$ cat src/rtl/fetch_stage_if.sv
// fetch_stage_if: bundles the fetch stage's datapath and control signals.
//
// Signal summary (directions as seen from the fetch stage, modport master):
//   stall_i        in   hold PC and IF/ID register
//   redirect_i     in   load redirect_pc_i and flush IF/ID
//   redirect_pc_i  in   redirect target (word index)
//   im_read_i      in   instruction word from instruction memory (combinational)
//   im_pc_o        out  PC presented to instruction memory
//   id_valid_o     out  IF/ID register holds a valid instruction
//   id_instr_o     out  registered instruction word
//   id_pc_o        out  PC of id_instr_o
//   id_pc_plus1_o  out  id_pc_o + PC_STEP
//   halted_o       out  fetch halted on SYSCALL
//   state_dbg      out  fetch FSM state (0 BOOT, 1 RUN, 2 HALT)
//
// Handshake: id_valid_o qualifies id_instr_o/id_pc_o/id_pc_plus1_o; the
// consumer applies back-pressure with stall_i, which freezes the PC and
// every id_* output. There is no separate ready; a word is consumed by
// downstream on every edge where id_valid_o=1 and stall_i=0.
interface fetch_stage_if;
    logic        stall_i;
    logic        redirect_i;
    logic [31:0] redirect_pc_i;
    logic [31:0] im_read_i;
    logic [31:0] im_pc_o;
    logic        id_valid_o;
    logic [31:0] id_instr_o;
    logic [31:0] id_pc_o;
    logic [31:0] id_pc_plus1_o;
    logic        halted_o;
    logic [1:0]  state_dbg;

    modport master (
        input  stall_i, redirect_i, redirect_pc_i, im_read_i,
        output im_pc_o, id_valid_o, id_instr_o, id_pc_o, id_pc_plus1_o,
               halted_o, state_dbg
    );

    modport slave (
        output stall_i, redirect_i, redirect_pc_i, im_read_i,
        input  im_pc_o, id_valid_o, id_instr_o, id_pc_o, id_pc_plus1_o,
               halted_o, state_dbg
    );
endinterface

$ cat src/rtl/fetch_stage.sv
// fetch_stage: instruction-fetch stage. Owns the program counter, drives it
// to the instruction memory, and registers the returned word into the IF/ID
// pipeline register. Supports stall, redirect (flush) and halt on SYSCALL.
//
// Ports:
//   clk    rising-edge clock
//   rst_n  synchronous active-low reset
//   bus    fetch_stage_if.master (see interface header for signal list)
module fetch_stage #(
    parameter logic [31:0] RESET_PC        = 32'h0000_0000,
    parameter logic [31:0] PC_STEP         = 32'd1,
    parameter bit          HALT_ON_SYSCALL = 1'b1
) (
    input  logic          clk,
    input  logic          rst_n,
    fetch_stage_if.master bus
);

    typedef enum logic [1:0] {
        BOOT = 2'd0,
        RUN  = 2'd1,
        HALT = 2'd2
    } state_t;

    state_t      state_q, state_d;
    logic [31:0] pc_q, pc_d;
    logic        valid_q, valid_d;
    logic [31:0] instr_q, instr_d;
    logic [31:0] idpc_q, idpc_d;
    logic [31:0] idpc1_q, idpc1_d;
    logic        halted_q, halted_d;
    logic [31:0] pc_next;
    logic        is_syscall;

    assign pc_next    = pc_q + PC_STEP;
    assign is_syscall = (bus.im_read_i[31:26] == 6'h00) &&
                        (bus.im_read_i[5:0] == 6'h0C);

    always_comb begin
        state_d  = state_q;
        pc_d     = pc_q;
        valid_d  = valid_q;
        instr_d  = instr_q;
        idpc_d   = idpc_q;
        idpc1_d  = idpc1_q;
        halted_d = halted_q;
        case (state_q)
            // One idle cycle after reset; stall/redirect are not looked at.
            BOOT: state_d = RUN;
            RUN: begin
                if (bus.redirect_i) begin
                    // Redirect wins over stall: the flushed slot carries a NOP.
                    pc_d    = bus.redirect_pc_i;
                    valid_d = 1'b0;
                    instr_d = 32'h0;
                end else if (!bus.stall_i) begin
                    instr_d = bus.im_read_i;
                    idpc_d  = pc_q;
                    idpc1_d = pc_next;
                    valid_d = 1'b1;
                    if (HALT_ON_SYSCALL && is_syscall) begin
                        // PC stays on the SYSCALL so im_pc_o points at it.
                        state_d  = HALT;
                        halted_d = 1'b1;
                    end else begin
                        pc_d = pc_next;
                    end
                end
            end
            HALT: begin
                // SYSCALL is handed downstream once, then the slot empties.
                if (!bus.stall_i) begin
                    valid_d = 1'b0;
                end
            end
            default: state_d = BOOT;
        endcase
    end

    always_ff @(posedge clk) begin
        if (!rst_n) begin
            state_q  <= BOOT;
            pc_q     <= RESET_PC;
            valid_q  <= 1'b0;
            instr_q  <= 32'h0;
            idpc_q   <= 32'h0;
            idpc1_q  <= 32'h0;
            halted_q <= 1'b0;
        end else begin
            state_q  <= state_d;
            pc_q     <= pc_d;
            valid_q  <= valid_d;
            instr_q  <= instr_d;
            idpc_q   <= idpc_d;
            idpc1_q  <= idpc1_d;
            halted_q <= halted_d;
        end
    end

    assign bus.im_pc_o       = pc_q;
    assign bus.id_valid_o    = valid_q;
    assign bus.id_instr_o    = instr_q;
    assign bus.id_pc_o       = idpc_q;
    assign bus.id_pc_plus1_o = idpc1_q;
    assign bus.halted_o      = halted_q;
    assign bus.state_dbg     = state_q;

endmodule
$ cat src/flat_wrapper.sv
// flat-port wrapper written by rule: the top's interface ports become plain ports
module fetch_stage_flat 
#(
    parameter logic [31:0] RESET_PC        = 32'h0000_0000,
    parameter logic [31:0] PC_STEP         = 32'd1,
    parameter bit          HALT_ON_SYSCALL = 1'b1
)
  (clk, rst_n, bus_stall_i, bus_redirect_i, bus_redirect_pc_i, bus_im_read_i, bus_im_pc_o, bus_id_valid_o, bus_id_instr_o, bus_id_pc_o, bus_id_pc_plus1_o, bus_halted_o, bus_state_dbg);
  fetch_stage_if bus_i ();
  input  logic clk;
  input  logic rst_n;
  input wire logic [$bits(bus_i.stall_i)-1:0] bus_stall_i;
  input wire logic [$bits(bus_i.redirect_i)-1:0] bus_redirect_i;
  input wire logic [$bits(bus_i.redirect_pc_i)-1:0] bus_redirect_pc_i;
  input wire logic [$bits(bus_i.im_read_i)-1:0] bus_im_read_i;
  output wire logic [$bits(bus_i.im_pc_o)-1:0] bus_im_pc_o;
  output wire logic [$bits(bus_i.id_valid_o)-1:0] bus_id_valid_o;
  output wire logic [$bits(bus_i.id_instr_o)-1:0] bus_id_instr_o;
  output wire logic [$bits(bus_i.id_pc_o)-1:0] bus_id_pc_o;
  output wire logic [$bits(bus_i.id_pc_plus1_o)-1:0] bus_id_pc_plus1_o;
  output wire logic [$bits(bus_i.halted_o)-1:0] bus_halted_o;
  output wire logic [$bits(bus_i.state_dbg)-1:0] bus_state_dbg;
  assign bus_i.stall_i = bus_stall_i;
  assign bus_i.redirect_i = bus_redirect_i;
  assign bus_i.redirect_pc_i = bus_redirect_pc_i;
  assign bus_i.im_read_i = bus_im_read_i;
  assign bus_im_pc_o = bus_i.im_pc_o;
  assign bus_id_valid_o = bus_i.id_valid_o;
  assign bus_id_instr_o = bus_i.id_instr_o;
  assign bus_id_pc_o = bus_i.id_pc_o;
  assign bus_id_pc_plus1_o = bus_i.id_pc_plus1_o;
  assign bus_halted_o = bus_i.halted_o;
  assign bus_state_dbg = bus_i.state_dbg;
  fetch_stage #(.RESET_PC(RESET_PC), .PC_STEP(PC_STEP), .HALT_ON_SYSCALL(HALT_ON_SYSCALL)) u_core (.clk(clk), .rst_n(rst_n), .bus(bus_i));
endmodule
$ cat config.mk
export PLATFORM = sky130hd
export DESIGN_NAME = fetch_stage_flat
export DESIGN_NICKNAME = d
export VERILOG_FILES = /design/src/rtl/fetch_stage_if.sv /design/src/rtl/fetch_stage.sv /design/src/flat_wrapper.sv
export SDC_FILE = /design/constraint.sdc
export NUM_CORES = 1
export LEC_CHECK = 0
export ABC_AREA = 0
export ABC_CLOCK_PERIOD_IN_PS = 4100
export CORE_AREA = 3 3 114 116
export DETAILED_ROUTE_END_ITERATION = 8
export DIE_AREA = 0 0 117 119
export PLACE_DENSITY_LB_ADDON = 0.12
export SYNTH_ARGS = -nofsm -noshare
export SYNTH_HDL_FRONTEND = slang
export SYNTH_SLANG_ARGS = --single-unit
$ cat constraint.sdc
create_clock -name clk -period 4.1 [get_ports clk]
set_clock_uncertainty 0.1 [all_clocks]
set_input_delay 0.82 -clock clk [delete_from_list [all_inputs] [get_ports clk]]
set_output_delay 0.82 -clock clk [all_outputs]
set_load 0.01 [all_outputs]
; ---- After elaboration in Yosys (flattened, before gate mapping)
; Index checks and enable logic that the tools add are counted.
[op_classes]
n_addsub = 1
eq_ne = 10
mux = 13
n_bitwise = 3
n_reduce_logical = 10
[op_table]
columns = operator, count
row1 = $mux 32, 5
row2 = $add 32x1->32 const B, 1
row3 = $reduce_and 3->1, 3
row4 = $ne 2x2->1 const B, 4
row5 = $reduce_and 4->1, 2
row6 = $eq 6x4->1 const B, 1
row7 = $logic_not 6->1, 1
row8 = $mux 2, 3
row9 = $pmux 2 s3, 1
row10 = $ne 2x1->1 const B, 2
row11 = $mux 1, 3
row12 = $ne 3x3->1 const B, 1
row13 = $not 1->1, 3
row14 = $eq 2x1->1 const B, 1
row15 = $eq 2x2->1 const B, 1
row16 = $logic_not 2->1, 1
row17 = $pmux 1 s2, 1
row18 = $reduce_and 2->1, 1
row19 = $reduce_bool 2->1, 1
row20 = $logic_and 1x1->1, 1
[word_totals]
reg_bits = 132
in_bits = 68
out_inout_bits = 132
wordCells = 44

; ---- Logic depth before layout (Yosys ltp)
[logic_depth]
word_depth = 6
ltp_mapped = 8
depth_no_buf = 6

; ---- Worst setup path after synthesis
; No wires, ideal clock.
[synth_timing]
path_kind = input-to-reg
startpoint = in bus_redirect_i
endpoint = reg u_core.pc_q[14], in the netlist u_core.bus.im_pc_o[14]
setup_time_ns = 0.128
arrival_time_ns = 2.127
required_ns = 3.872
setup_slack_ns = 1.745
cell_stages = 8
path_buffers = 3
path_cell_list = clkbuf_1 nor4_1 nand4_1 and2_1 buf_2 buf_2 a22oi_1 nor2_1
[synth_via]
elab_chain_cells = 2
word_cells_on_any_way = 4
classes_between = 2 x eq/ne / 1 x mux / 1 x reduce/logical
[synth_rtl]
columns = element, line_no
row1 = "start, declared", flat_wrapper.sv:13  ; input wire logic [$bits(bus_i.redirect_i)-1:0] bus_redirect_i;
row2 = $ne 2x2->1 (no line) / $ne 2x1->1 (equally long branches), -
row3 = $reduce_and 3->1 (no line), -
row4 = "end signal, assigned", fetch_stage.sv:91  ; pc_q <= pc_d;
row5 = "end, declared", fetch_stage.sv:26  ; logic [31:0] pc_q, pc_d;
; Several ways; a longest one is shown, not always the timed one.
; A chain may end at the register's enable or synchronous reset.

; ---- Final worst setup path
[layout_timing]
startpoint = in bus_im_read_i[5]
endpoint = reg u_core.pc_q[28], in the netlist u_core.bus.im_pc_o[28]
[layout_via]
elab_chain_cells = 4
[layout_rtl]
columns = element, line_no
row1 = "start, declared", flat_wrapper.sv:15  ; input wire logic [$bits(bus_i.im_read_i)-1:0] bus_im_read_i;
row2 = $eq 6x4->1, fetch_stage.sv:37  ; (bus.im_read_i[5:0] == 6'h0C);
row3 = $logic_and 1x1->1, fetch_stage.sv:36  ; assign is_syscall = (bus.im_read_i[31:26] == 6'h00) &&
row4 = $ne 2x2->1 (no line), -
row5 = $reduce_and 3->1 (no line), -
; No other way between the ends.

==> metrics.yaml <==
place:
  gp_congestion: 0.876
  dp_hpwl_mm: 12.8
  numPortBuffers: 199
  placed_cells: 1005
synth:
  yosysSeqAreaShare: 0.452
  synth_async_sr_flop_share: 0
  synthAdderAreaFrac: 0.00214
  synth_area_per_cell_um2: 8.17
  synth_compound_area_frac: 0.221
  synth_ff_type: "dfxtp_1"
  syn_nets: 785
  synth-simple-area-share: 0.230
  synth_warnings: 0
  synth_top_area_frac: 0.452
  synth_cells: 716
  ys_ff_latch: 132
  synth-edff-count: 0
  synth_top_family_by_area: "simple AND/OR/NAND/NOR gates"
  yosys.area.top_type: "dfxtp_1"
  syn_area_um2: 5850
  yosys-top-cells-area: "dfxtp_1 (45%), nand2_1 (7.1%), a21oi_1 (6.1%)"
  yosysUniqueCellTypes: 58
  muxShareOfSynthArea: 0.00171
  synth_xor_area_frac: 0.0434
power_and_ir_drop:
  p_int_uw: 2430
  p_total_uw: 3190
  max-vdd-ir-drop_mv: 0.261
  p_switching_uw: 763
  pwr-share-seq: 0.435
  share_comb_of_total_power: 0.116
  clock_power_share: 0.449
  leakage_uw: 0.00290
  swShare: 0.239
  power.density_nw_per_um2: 380
drt:
  drt_wl_total_mm: 18.7
  ant_nets: 0
  drt_iter0_markers: 515
  drtPass1Iterations: 5
  drt-vias-per-instance: 5.79
  routedWlPerCell_um: 18.0
  vias: 5998
  drc: 0
floorplan:
  die_w_um: 117
  die_h_um: 119
  dieArea_um2: 13900
  io_pins: 200
  rows: 40
  core_um2: 12000
  start_util: 0.487
setup_path:
  startpoint_type: "input pin"
  critPathKind: "in2reg"
  arrival_ns: 3.13
  cp_max_fo: 24
  cp-end-kind: "flop"
  required_ns: 4.30
final_layout:
  drive_gt1_frac: 0.0585
  diodes: 0
  final-seq-area_um2: 2640
  area_growth_pct: 43.7
  layout_commonest_cell: "clkdlybuf4s50_1"
  final_cells: 1036
  utilization: 0.700
  fill_cells: 992
  fin_nets: 946
  final_cell_mix: "clkdlybuf4s50_1 (198), dfxtp_1 (132), nand2_1 (110)"
  multiInputGateArea_um2: 2930
clocking:
  ctsResizeCount: 0
  cts-buffers-inserted: 17
  htree_num_levels: 4
  cts.clk_slew.worst_paths_ns: 0.05
  cts_tree: "built"
  cts_sinks: 132
  clk_path_buf_depth: 2
  clock_latency_ns: 0.41
  post_cts_buffers: 0
  cts_root_buf: "clkbuf_16"
  hold_buffers: 0
global_routing:
  grt_first_pass_wirelength_mm: 29.8
  first_global_vias: 5860
  grt_max_degree: 93
  grt_use_total: 0.270
  overflow: 0
  antenna_found_initial: 0
sta:
  relSlewSlack: 0.300
  period_needed_ns: 2.93
  finalCritPeriodShare: 0.714
  fmax_mhz: 342
  slew_violations: 0
  rsz0062_at_grt: "no"
  hold_viol: 0
  whs_ns: 0.354
  worst_slew_pin_slew_ns: 1.05
  setup_violations: 0
  setup_tns_ns: 0
outcome:
  outcome: "finished clean"
hold_path:
  hold_path_class: "reg2reg"
flow_run:
  drv_cap: 0
[metal layers]
metal	routed length, um	GRT usage
met2	8910	0.431
met4	255	0.0810
met3	1890	0.101
met1	7610	0.337
met5	0	0
[cells in the mapped netlist, types with 4 or more instances]
cell type  count
a22o_1         6
a21o_1         4
nand4_1       16
clkbuf_1      42
buf_2         15
a31oi_1        6
nor4_1         8
o211ai_1       7
o31ai_1        5
dfxtp_1      132
o31a_1         5
nand2_1      110
a211oi_1      12
nor3_1        10
a21oi_1       71
nor2_1        79
and3_1         4
xor2_1        17
a32o_1         4
buf_1          6
xnor2_1       12
o21ai_0       37
a22oi_1       34
nand3_1       18
nand2b_1       6
[sequential cells by signal, summed over array words and instances (netlist names)]
name                      flops
u_core.bus.id_pc_o           32
u_core.bus.id_pc_plus1_o     32
u_core.bus.id_valid_o         1
u_core.bus.id_instr_o        32
u_core.bus.halted_o           1
u_core.bus.state_dbg          2
u_core.bus.im_pc_o           32
[area by class of cell]
class                           count  share of cell area
Inverter                            4             0.00193
Clock buffer                       27              0.0610
Tap cell                          147              0.0219
Clock inverter                      4             0.00536
Multi-Input combinational cell    514               0.348
Timing Repair Buffer              208               0.247
Sequential cell                   132               0.314
[kinds of logic after synthesis]
logic type / after synthesis
XOR/XNOR: 29
AO/OA/AOI/OAI: 206
flip-flops: 132
buffers and inverters: 70
adder cells (fa/ha/maj): 1
AND/OR/NAND/NOR: 277
multiplexers: 1
[per-stage QoR]
stage / area [um2] / setup WS, ns
2_1_floorplan: 5850 / 1.75
3_3_place_gp: 7850 / 0.935
3_5_place_dp: 7850 / 0.795
4_1_cts: 8410 / 1.19
5_1_grt: 8410 / 0.994
6_report: 8410 / 1.17
[path summary, 6_finish.rpt]
| check | start | end | slack, ns | cells past startpoint |
|---|---|---|---|---|
| setup / recovery | bus_im_read_i[5] | u_core.bus.im_pc_o[28] | 1.17 | 6 |
| hold / removal | u_core.bus.id_pc_o[11] | u_core.bus.id_pc_o[11] | 0.35 | 2 |
| setup reg to reg | u_core.bus.im_pc_o[4] | u_core.bus.im_pc_o[26] | 1.41 | 5 |
| hold reg to reg | u_core.bus.id_pc_o[11] | u_core.bus.id_pc_o[11] | 0.35 | 2 |
[worst max-delay path, stage by stage]
cell and delay [ns]:
clkdlybuf4s50_1 0.45, nor4b_1 0.35, nand4_1 0.27, nand2_1 0.72, nor2_1 0.22, a32o_1 0.28
[power groups by stage]
stage	Sequential [uW]	Clock, uW	Combinational, uW
6_report	1390	1430	369
5_1_grt	1400	1510	400
4_1_cts	1390	1460	370
3_5_place_dp	1410	0	366
3_3_place_gp	1410	0	361
2_1_floorplan	1410	0	162
No activity file was read; power rests on OpenSTA's default activity.
==> variant (same settings) <==
`HALT_ON_SYSCALL` is set to 1'b1 in 2 places; all go to 1'b0.
--- a/src/rtl/fetch_stage.sv
+++ b/src/rtl/fetch_stage.sv
@@ -10,5 +10,5 @@
     parameter logic [31:0] RESET_PC        = 32'h0000_0000,
     parameter logic [31:0] PC_STEP         = 32'd1,
-    parameter bit          HALT_ON_SYSCALL = 1'b1
+    parameter bit          HALT_ON_SYSCALL = 1'b0
 ) (
     input  logic          clk,
--- a/src/flat_wrapper.sv
+++ b/src/flat_wrapper.sv
@@ -4,5 +4,5 @@
     parameter logic [31:0] RESET_PC        = 32'h0000_0000,
     parameter logic [31:0] PC_STEP         = 32'd1,
-    parameter bit          HALT_ON_SYSCALL = 1'b1
+    parameter bit          HALT_ON_SYSCALL = 1'b0
 )
   (clk, rst_n, bus_stall_i, bus_redirect_i, bus_redirect_pc_i, bus_im_read_i, bus_im_pc_o, bus_id_valid_o, bus_id_instr_o, bus_id_pc_o, bus_id_pc_plus1_o, bus_halted_o, bus_state_dbg);
Check against the original RTL: not equivalent (a bounded check fails within 4 cycles, from zero or initial values and one cycle with rst_n low).
==> variant against the unedited design <==
Wire length is 8.3% lower. Setup slack better by 170 ps. Sequential share of layout area is 0.33 points higher. Design area is 2.5% lower. Sequential cell count is 2 lower. Synthesized area is 3.0% lower. Combinational power hardly changed. Total power is 0.21% higher. Worst hold slack worse by 2.9 ps. Critical path type is now flop to primary output. Critical endpoint is now bus_state_dbg[0]. Largest cell class unchanged.
==> variant: results (changes against the unedited design) <==
- Slew @ Worst Pin: 1040 ps (-4.66 ps)
- CP max stage delay: 750 ps (+30 ps)
- Largest net degree at the start of global routing: 52 (-44%)
- Outcome: finished clean
- Final RePlAce weighted congestion: 0.800 (-8.7%)
- Worst-path clk slew: 60 ps
- Vias per std cell: 5.59 (-3.4%)
- Final Non-Filler Cells: 1018 (-1.7%)
- Crit-path max FO: 16 (-33%)
- Syn Area/Cell: 8.11 µm² (-0.80%)
- PortBufs: 197 (-1.0%)
- First-pass GRT wire length: 27300 µm (-8.6%)
- Library cells used by synthesis: 56 (-3.4%)
- Xor and xnor area share after synthesis: 4.48% (+0.13 points)
- Inst Count DP: 986 (-1.9%)
- Fraction of synthesized area in multiplexers: 0.992% (+0.82 points)
- Worst path slowest cell: dfxtp_1
- Crit path max-delay family: flip-flops
- LEAKAGE: 2.87 nW (-1.2%)
- HPWL after detailed placement: 11700 µm (-8.8%)
- Top cells by count, synth: dfxtp_1, nand2_1, nor2_1
- Initial drt markers: 405 (-21%)
- WL final: 17100 µm (-8.3%)
- Gr usage total: 24.4% (-2.5 points)
- H-tree levels: 4 (unchanged)
- Post-synthesis sequential area ratio: 45.9% (+0.70 points)
- Worst vdd ir: 0.216 mV (-17%)
- Worst path arrival time: 1840 ps (-1290 ps)
- Vias in the first global route: 5499 (-6.2%)
- Post-synthesis adder-cell area fraction: 0.220% (+0.0066 points)
- Compound-gate portion of the synthesized area: 21.7% (-0.39 points)
- Top cells by area, synth: dfxtp_1, nand2_1, a21oi_1, a22oi_1, nor2_1
variant: cells by family (layout without fill, tap and decap cells):
family	count (synthesis)	count (layout)
AND/OR/NAND/NOR	258	258
adder cells (fa/ha/maj)	1	1
buffers and inverters	78	248
other	1	2
XOR/XNOR	29	29
multiplexers	5	5
AO/OA/AOI/OAI	198	198
flip-flops	130	130
variant: routing by layer:
metal | track usage, % | up-vias | part of all wire, %
li1 | - | 2751 | -
met1 | 30.5 | 2707 | 42
met2 | 39.2 | 208 | 48
met3 | 7.27 | 29 | 8.1
met4 | 9.75 | 0 | 2.2
met5 | 0 | - | 0
variant: layout make-up:
| class | instances | area, µm² |
|---|---|---|
| fillers | 996 | 3820 |
| multi-input cells | 493 | 2760 |
| flip-flops and latches | 130 | 2600 |
| repair buffers | 207 | 2040 |
| clock buffers | 27 | 493 |
| well taps | 147 | 184 |
| clock inverters | 5 | 75.1 |
| inverters | 9 | 35.0 |
variant: final timing paths:
path	cells after the start	slack, ps	to	from
max reg2reg	5	1340	u_core.bus.im_pc_o[29]	u_core.bus.im_pc_o[4]
min	2	350	u_core.bus.id_pc_o[15]	u_core.bus.id_pc_o[15]
max	1	1340	bus_state_dbg[0]	u_core.bus.state_dbg[0]
min reg2reg	2	350	u_core.bus.id_pc_o[15]	u_core.bus.id_pc_o[15]
variant: metrics by stage:
stage	area [µm²]	worst slack [ps]	power, W	utilization (%)
floorplan	5680	1840	0.00156	-
global placement	7630	1110	0.00175	63.5
detailed placement	7630	1070	0.00176	63.5
CTS	8190	1330	0.00321	68.2
global route	8190	1210	0.00331	68.2
finish	8190	1340	0.00320	68.2
variant: worst min-delay path, stage by stage, from the launching register on:
cell     delay, ps
dfxtp_1        300
nand2_1         50
a21oi_1         50
variant: power breakdown:
group | switching (W) | internal, W | leakage, nW
Combinational | 0.000173 | 0.000195 | 1.53
Clock | 0.000524 | 0.000941 | 0.279
Sequential | 0.0000570 | 0.00131 | 1.06
Total | 0.000754 | 0.00245 | 2.87
